$ cat config.mk
export PLATFORM = sky130hd
export DESIGN_NAME = mult_pipe
export DESIGN_NICKNAME = d
export VERILOG_FILES = /design/src/rtl/mult_pipe.sv
export SDC_FILE = /design/constraint.sdc
export NUM_CORES = 2
export LEC_CHECK = 0
export ABC_AREA = 1
export CAP_MARGIN = 20
export CORE_UTILIZATION = 40
export CTS_CLUSTER_SIZE = 40
export DETAILED_ROUTE_END_ITERATION = 10
export GPL_TIMING_DRIVEN = 0
export PLACE_DENSITY = 0.6
export SLEW_MARGIN = 20
export SYNTH_ARGS = -nofsm -noshare
export SYNTH_HDL_FRONTEND = slang
export SYNTH_SLANG_ARGS = --single-unit
$ cat constraint.sdc
create_clock -name clock -period 14.2 [get_ports clock]
set_input_delay 3.55 -clock clock [delete_from_list [all_inputs] [get_ports clock]]
set_output_delay 3.55 -clock clock [all_outputs]
set_load 0.01 [all_outputs]
$ cat src/rtl/mult_pipe.sv
// mult_pipe: elastic valid/ready pipelined multiplier carrying an opaque tag per op.
// Define MULT_SQUASH_EN to add the squash port that flushes all in-flight ops.
package mult_pkg;
    typedef enum logic [1:0] {M_MUL, M_MULH, M_MULHSU, M_MULHU} mult_func_e;
endpackage

module mult_pipe
    import mult_pkg::*;
#(
    parameter int XLEN   = 32,
    parameter int STAGES = 4,
    parameter int TAG_W  = 16
) (
    input  logic             clock,
    input  logic             reset,
    input  logic             in_valid,
    output logic             in_ready,
    input  logic [XLEN-1:0]  rs1,
    input  logic [XLEN-1:0]  rs2,
    input  mult_func_e       func,
    input  logic [TAG_W-1:0] in_tag,
`ifdef MULT_SQUASH_EN
    input  logic             squash,
`endif
    output logic             out_valid,
    input  logic             out_ready,
    output logic [XLEN-1:0]  result,
    output logic [TAG_W-1:0] out_tag
);
    localparam int W2 = 2 * XLEN;
    localparam int S  = W2 / STAGES;

    logic              flush;
    logic              full_above;
    logic [STAGES-1:0] v, adv, ld;
    logic [W2-1:0]     a_ext, b_ext;
    logic [W2-1:0]     sum_q [STAGES];
    logic [W2-1:0]     mpl_q [STAGES];
    logic [W2-1:0]     mcd_q [STAGES];
    mult_func_e        fn_q  [STAGES];
    logic [TAG_W-1:0]  tag_q [STAGES];

`ifdef MULT_SQUASH_EN
    assign flush = squash;
`else
    assign flush = 1'b0;
`endif

    // A stage advances when the output drains or any later stage has a hole.
    always_comb begin
        a_ext = {{XLEN{rs1[XLEN-1] && func != M_MULHU}}, rs1};
        b_ext = {{XLEN{rs2[XLEN-1] && (func == M_MUL || func == M_MULH)}}, rs2};
        full_above = 1'b1;
        for (int k = STAGES - 1; k >= 0; k--) begin
            adv[k] = v[k] && (out_ready || !full_above);
            full_above = full_above && v[k];
        end
        in_ready = !flush && (!v[0] || adv[0]);
        ld[0] = in_valid && in_ready;
        for (int k = 1; k < STAGES; k++)
            ld[k] = adv[k-1];
    end

    always_ff @(posedge clock) begin
        if (reset || flush)
            v <= '0;
        else
            v <= ld | (v & ~adv);
    end

    // Data registers load only with their valid bit; empty stages keep stale data.
    always_ff @(posedge clock) begin
        if (ld[0]) begin
            sum_q[0] <= W2'(b_ext[S-1:0]) * a_ext;
            mpl_q[0] <= b_ext >> S;
            mcd_q[0] <= a_ext << S;
            fn_q[0]  <= func;
            tag_q[0] <= in_tag;
        end
        for (int k = 1; k < STAGES; k++)
            if (ld[k]) begin
                sum_q[k] <= sum_q[k-1] + W2'(mpl_q[k-1][S-1:0]) * mcd_q[k-1];
                mpl_q[k] <= mpl_q[k-1] >> S;
                mcd_q[k] <= mcd_q[k-1] << S;
                fn_q[k]  <= fn_q[k-1];
                tag_q[k] <= tag_q[k-1];
            end
    end

    assign out_valid = v[STAGES-1];
    assign out_tag   = tag_q[STAGES-1];
    assign result    = fn_q[STAGES-1] == M_MUL ? sum_q[STAGES-1][XLEN-1:0]
                                               : sum_q[STAGES-1][W2-1:XLEN];
endmodule

==> results.yml <==
run_status:
  status: "finished clean"
worst_setup_path:
  crit_chain: "clkdlybuf4s50_1 > nand2_1 > nand2_1 > clkinv_1 > nand2_1 > inv_1 > fa_1 > inv_1 > fa_1 > inv_1 > fa_1 > fa_1 > fa_1 > inv_1 > fa_1 > inv_1 > ha_1 > nand2_1 > nor2_1 > nand2_1 > nor3_1 > nand3b_1 > nand4_1 > nand2_1"
  worst_setup_path_start_kind: "input port"
  cp_slowest_cell: "clkdlybuf4s50_1"
  required_ns: 14.59
  arrival_ns: 11.15
  crit_family: "adder cells"
  cp-end-kind: "flip-flop"
  cpPeakStageDelay_ns: 0.88
  crit_buf_inv: 7
  critical_path_class: "input port to flip-flop"
  cp_max_fo: 9
drt:
  firstDrtPassIters: 7
  num_vias: 47600
  viasPerCell: 4.88
  drc_errors: 0
  antenna_left: 0
  wl_um: 205000
  wire_per_inst_um: 21.0
  drt_iter0_markers: 3974
final_layout:
  final_layout_size_suffix_gt1_share_pct: 2.03
  syn_to_final_growth_pct: 9.54
  nNetsFinal: 9297
  fillers: 15900
yosys:
  synth_seq_cells: 418
  avgSynthCellArea_um2: 8.81
  ys_top_cells_by_area: "fa_1, edfxtp_1, inv_1"
  synthMuxAreaShare_pct: 0.556
  synth.net_count: 9099
  synth_top_area_share_pct: 41.5
  synthDistinctLibCells: 44
  synth_xor_area_share_pct: 1.47
  synth_top_family_by_area: "adder cells"
  synth_flop_cell: "edfxtp_1"
  synthAdderAreaFrac_pct: 47.5
  ys_seq_area_share_pct: 19.3
  async_reset_ff_share_pct: 0
  syn_area_um2: 64800
  synth_cells: 7357
  synth_compound_area_share_pct: 2.41
  yosys.area_share.simple_pct: 13.6
  synth_edf_count: 414
  ys_warn_count: 0
  synth_top_area_cell: "fa_1"
clock_tree:
  clk_pin_slew_worst_paths_ns: 0.06
  cts_tree: "yes"
  cts_buffer_depth: 3
  htree_num_levels: 2
  cts_resized: 0
  cts_hold_buf: 0
  post_cts_buffers: 0
  clock-sinks: 418
  cts_buffers: 49
  clock-root-buffer: "clkbuf_16"
  clock_latency_ns: 0.66
timing:
  finalSetupViolCount: 0
  slew_headroom_pct: 20.8
  min_period_ns: 10.76
  fin_skew_ns: 0.0685
  fin_ws_ns: 3.44
  fmax_ghz: 0.0929
  finalMaxSlewViolations: 0
  fin_crit_sh_pct: 75.8
  rsz0062_at_grt: "no"
  tightest_slew_ns: 1.19
  final.setup.tns_ns: 0
  finalHoldViolCount: 0
floorplan:
  initial_core_util_pct: 40.3
  ios: 136
  die_w_um: 405
  core-area_um2: 161000
  num_rows: 147
  die_h_um: 405
  die_area_um2: 164000
global_route:
  track_usage_pct: 25.7
  antenna_found_initial: 16
  grt_pass1_vias: 50400
  grt_pass1_wl_um: 310000
  overflow: 0
  grt_max_degree: 29
place:
  dpl.hpwl_um: 177000
  dp_slack_ns: 2.76
  port_buffers: 128
  globalplace.congestion: 1.02
job:
  drv_cap: 0
hold_path:
  hp-class: "flip-flop to flip-flop"
[state kept, by name (all words and copies together), names as in the netlist]
register / flops
sum_q: 242
mcd_q: 81
tag_q: 64
mpl_q: 19
fn_q: 8
v: 4
[synthesized netlist by cell type, types with 2 or more instances]
| cell | n |
|---|---|
| a21boi_0 | 3 |
| a21o_1 | 11 |
| a21oi_1 | 161 |
| a31oi_1 | 3 |
| and2_1 | 3 |
| and3_1 | 3 |
| buf_2 | 6 |
| clkbuf_1 | 250 |
| dfxtp_1 | 4 |
| edfxtp_1 | 414 |
| fa_1 | 1345 |
| ha_1 | 311 |
| inv_1 | 2345 |
| mux2_2 | 32 |
| nand2_1 | 1793 |
| nand2_2 | 6 |
| nand2b_1 | 2 |
| nand3_1 | 146 |
| nand3_2 | 3 |
| nand3b_1 | 9 |
| nand4_1 | 40 |
| nor2_1 | 213 |
| nor3_1 | 20 |
| nor4_1 | 2 |
| o211ai_1 | 2 |
| o21a_1 | 4 |
| o21ai_0 | 88 |
| o21ai_1 | 2 |
| o21bai_1 | 14 |
| xnor2_1 | 27 |
| xor2_1 | 82 |
[final cells by class]
| class | instances | area, um^2 | area share (%) |
|---|---|---|---|
| Antenna cell | 9 | 22.5 | 0.0317 |
| Buffer | 258 | 977 | 1.38 |
| Clock buffer | 60 | 1280 | 1.80 |
| Clock inverter | 29 | 384 | 0.541 |
| Inverter | 2347 | 8810 | 12.4 |
| Multi-Input combinational cell | 4334 | 42600 | 59.9 |
| Sequential cell | 418 | 12500 | 17.6 |
| Tap cell | 2160 | 2700 | 3.80 |
| Timing Repair Buffer | 147 | 1770 | 2.49 |
[routing by layer]
layer	vias up	global-route usage, %	share of wire [%]
met2	1890	40.9	45
met5	-	0	0.013
met3	461	4.81	8.1
met1	23900	33.8	41
li1	21300	-	-
met4	4	12.4	5.8
[layout by cell type (no fill, tap or decap), types with 27 or more instances in the layout]
cell type	netlist	routed
fa_1	1345	1345
clkbuf_16	0	49
clkbuf_1	250	260
o21ai_0	88	88
a21oi_1	161	160
nand2_1	1793	1793
xnor2_1	27	27
nor2_1	213	210
mux2_2	32	32
edfxtp_1	414	414
nand4_1	40	40
nand3_1	146	146
clkdlybuf4s50_1	0	128
xor2_1	82	82
inv_1	2345	2345
ha_1	311	311
[worst reg2reg max path, delay by kind of cell (launching register included)]
kind,cells,cell delay [ns]
adders and majority gates,7,3.70
and+or+nand+nor,6,0.68
DFF,1,0.53
buffers and inverters,5,1.47
AOI/OAI and AO/OA,3,0.78
[path summary, 6_finish.rpt]
kind                          start                     end  slack, ns  cells past startpoint
min          sum_q[1][17]$_DFFE_PP_  sum_q[2][17]$_DFFE_PP_       0.36                      0
max                         func[1]  sum_q[0][40]$_DFFE_PP_       3.44                     24
max reg2reg   mpl_q[0][1]$_DFFE_PP_  sum_q[1][62]$_DFFE_PP_       6.72                     21
min reg2reg  sum_q[1][17]$_DFFE_PP_  sum_q[2][17]$_DFFE_PP_       0.36                      0
[stage by stage]
step / std cells / utilization (%) / area (um^2) / hold WS (ns)
final: 9762 / 44.2 / 71000 / 0.358
after global routing: 9753 / 44.2 / 71000 / 0.380
after CTS: 9753 / 44.2 / 71000 / 0.350
after detailed placement: 9664 / 43.1 / 69300 / 0.405
after global placement: 9645 / 42.8 / 68800 / 0.401
after floorplan: 7357 / - / 64800 / 0.400
[kinds of logic after synthesis]
group | after synthesis
AO/OA/AOI/OAI | 292
XOR/XNOR | 109
adder cells (fa/ha/maj) | 1656
buffers and inverters | 2605
flip-flops | 418
multiplexers | 32
AND/OR/NAND/NOR | 2245
Power is not shown: default switching activity piles up to over one toggle a cycle in this logic, so the estimate is an artifact.
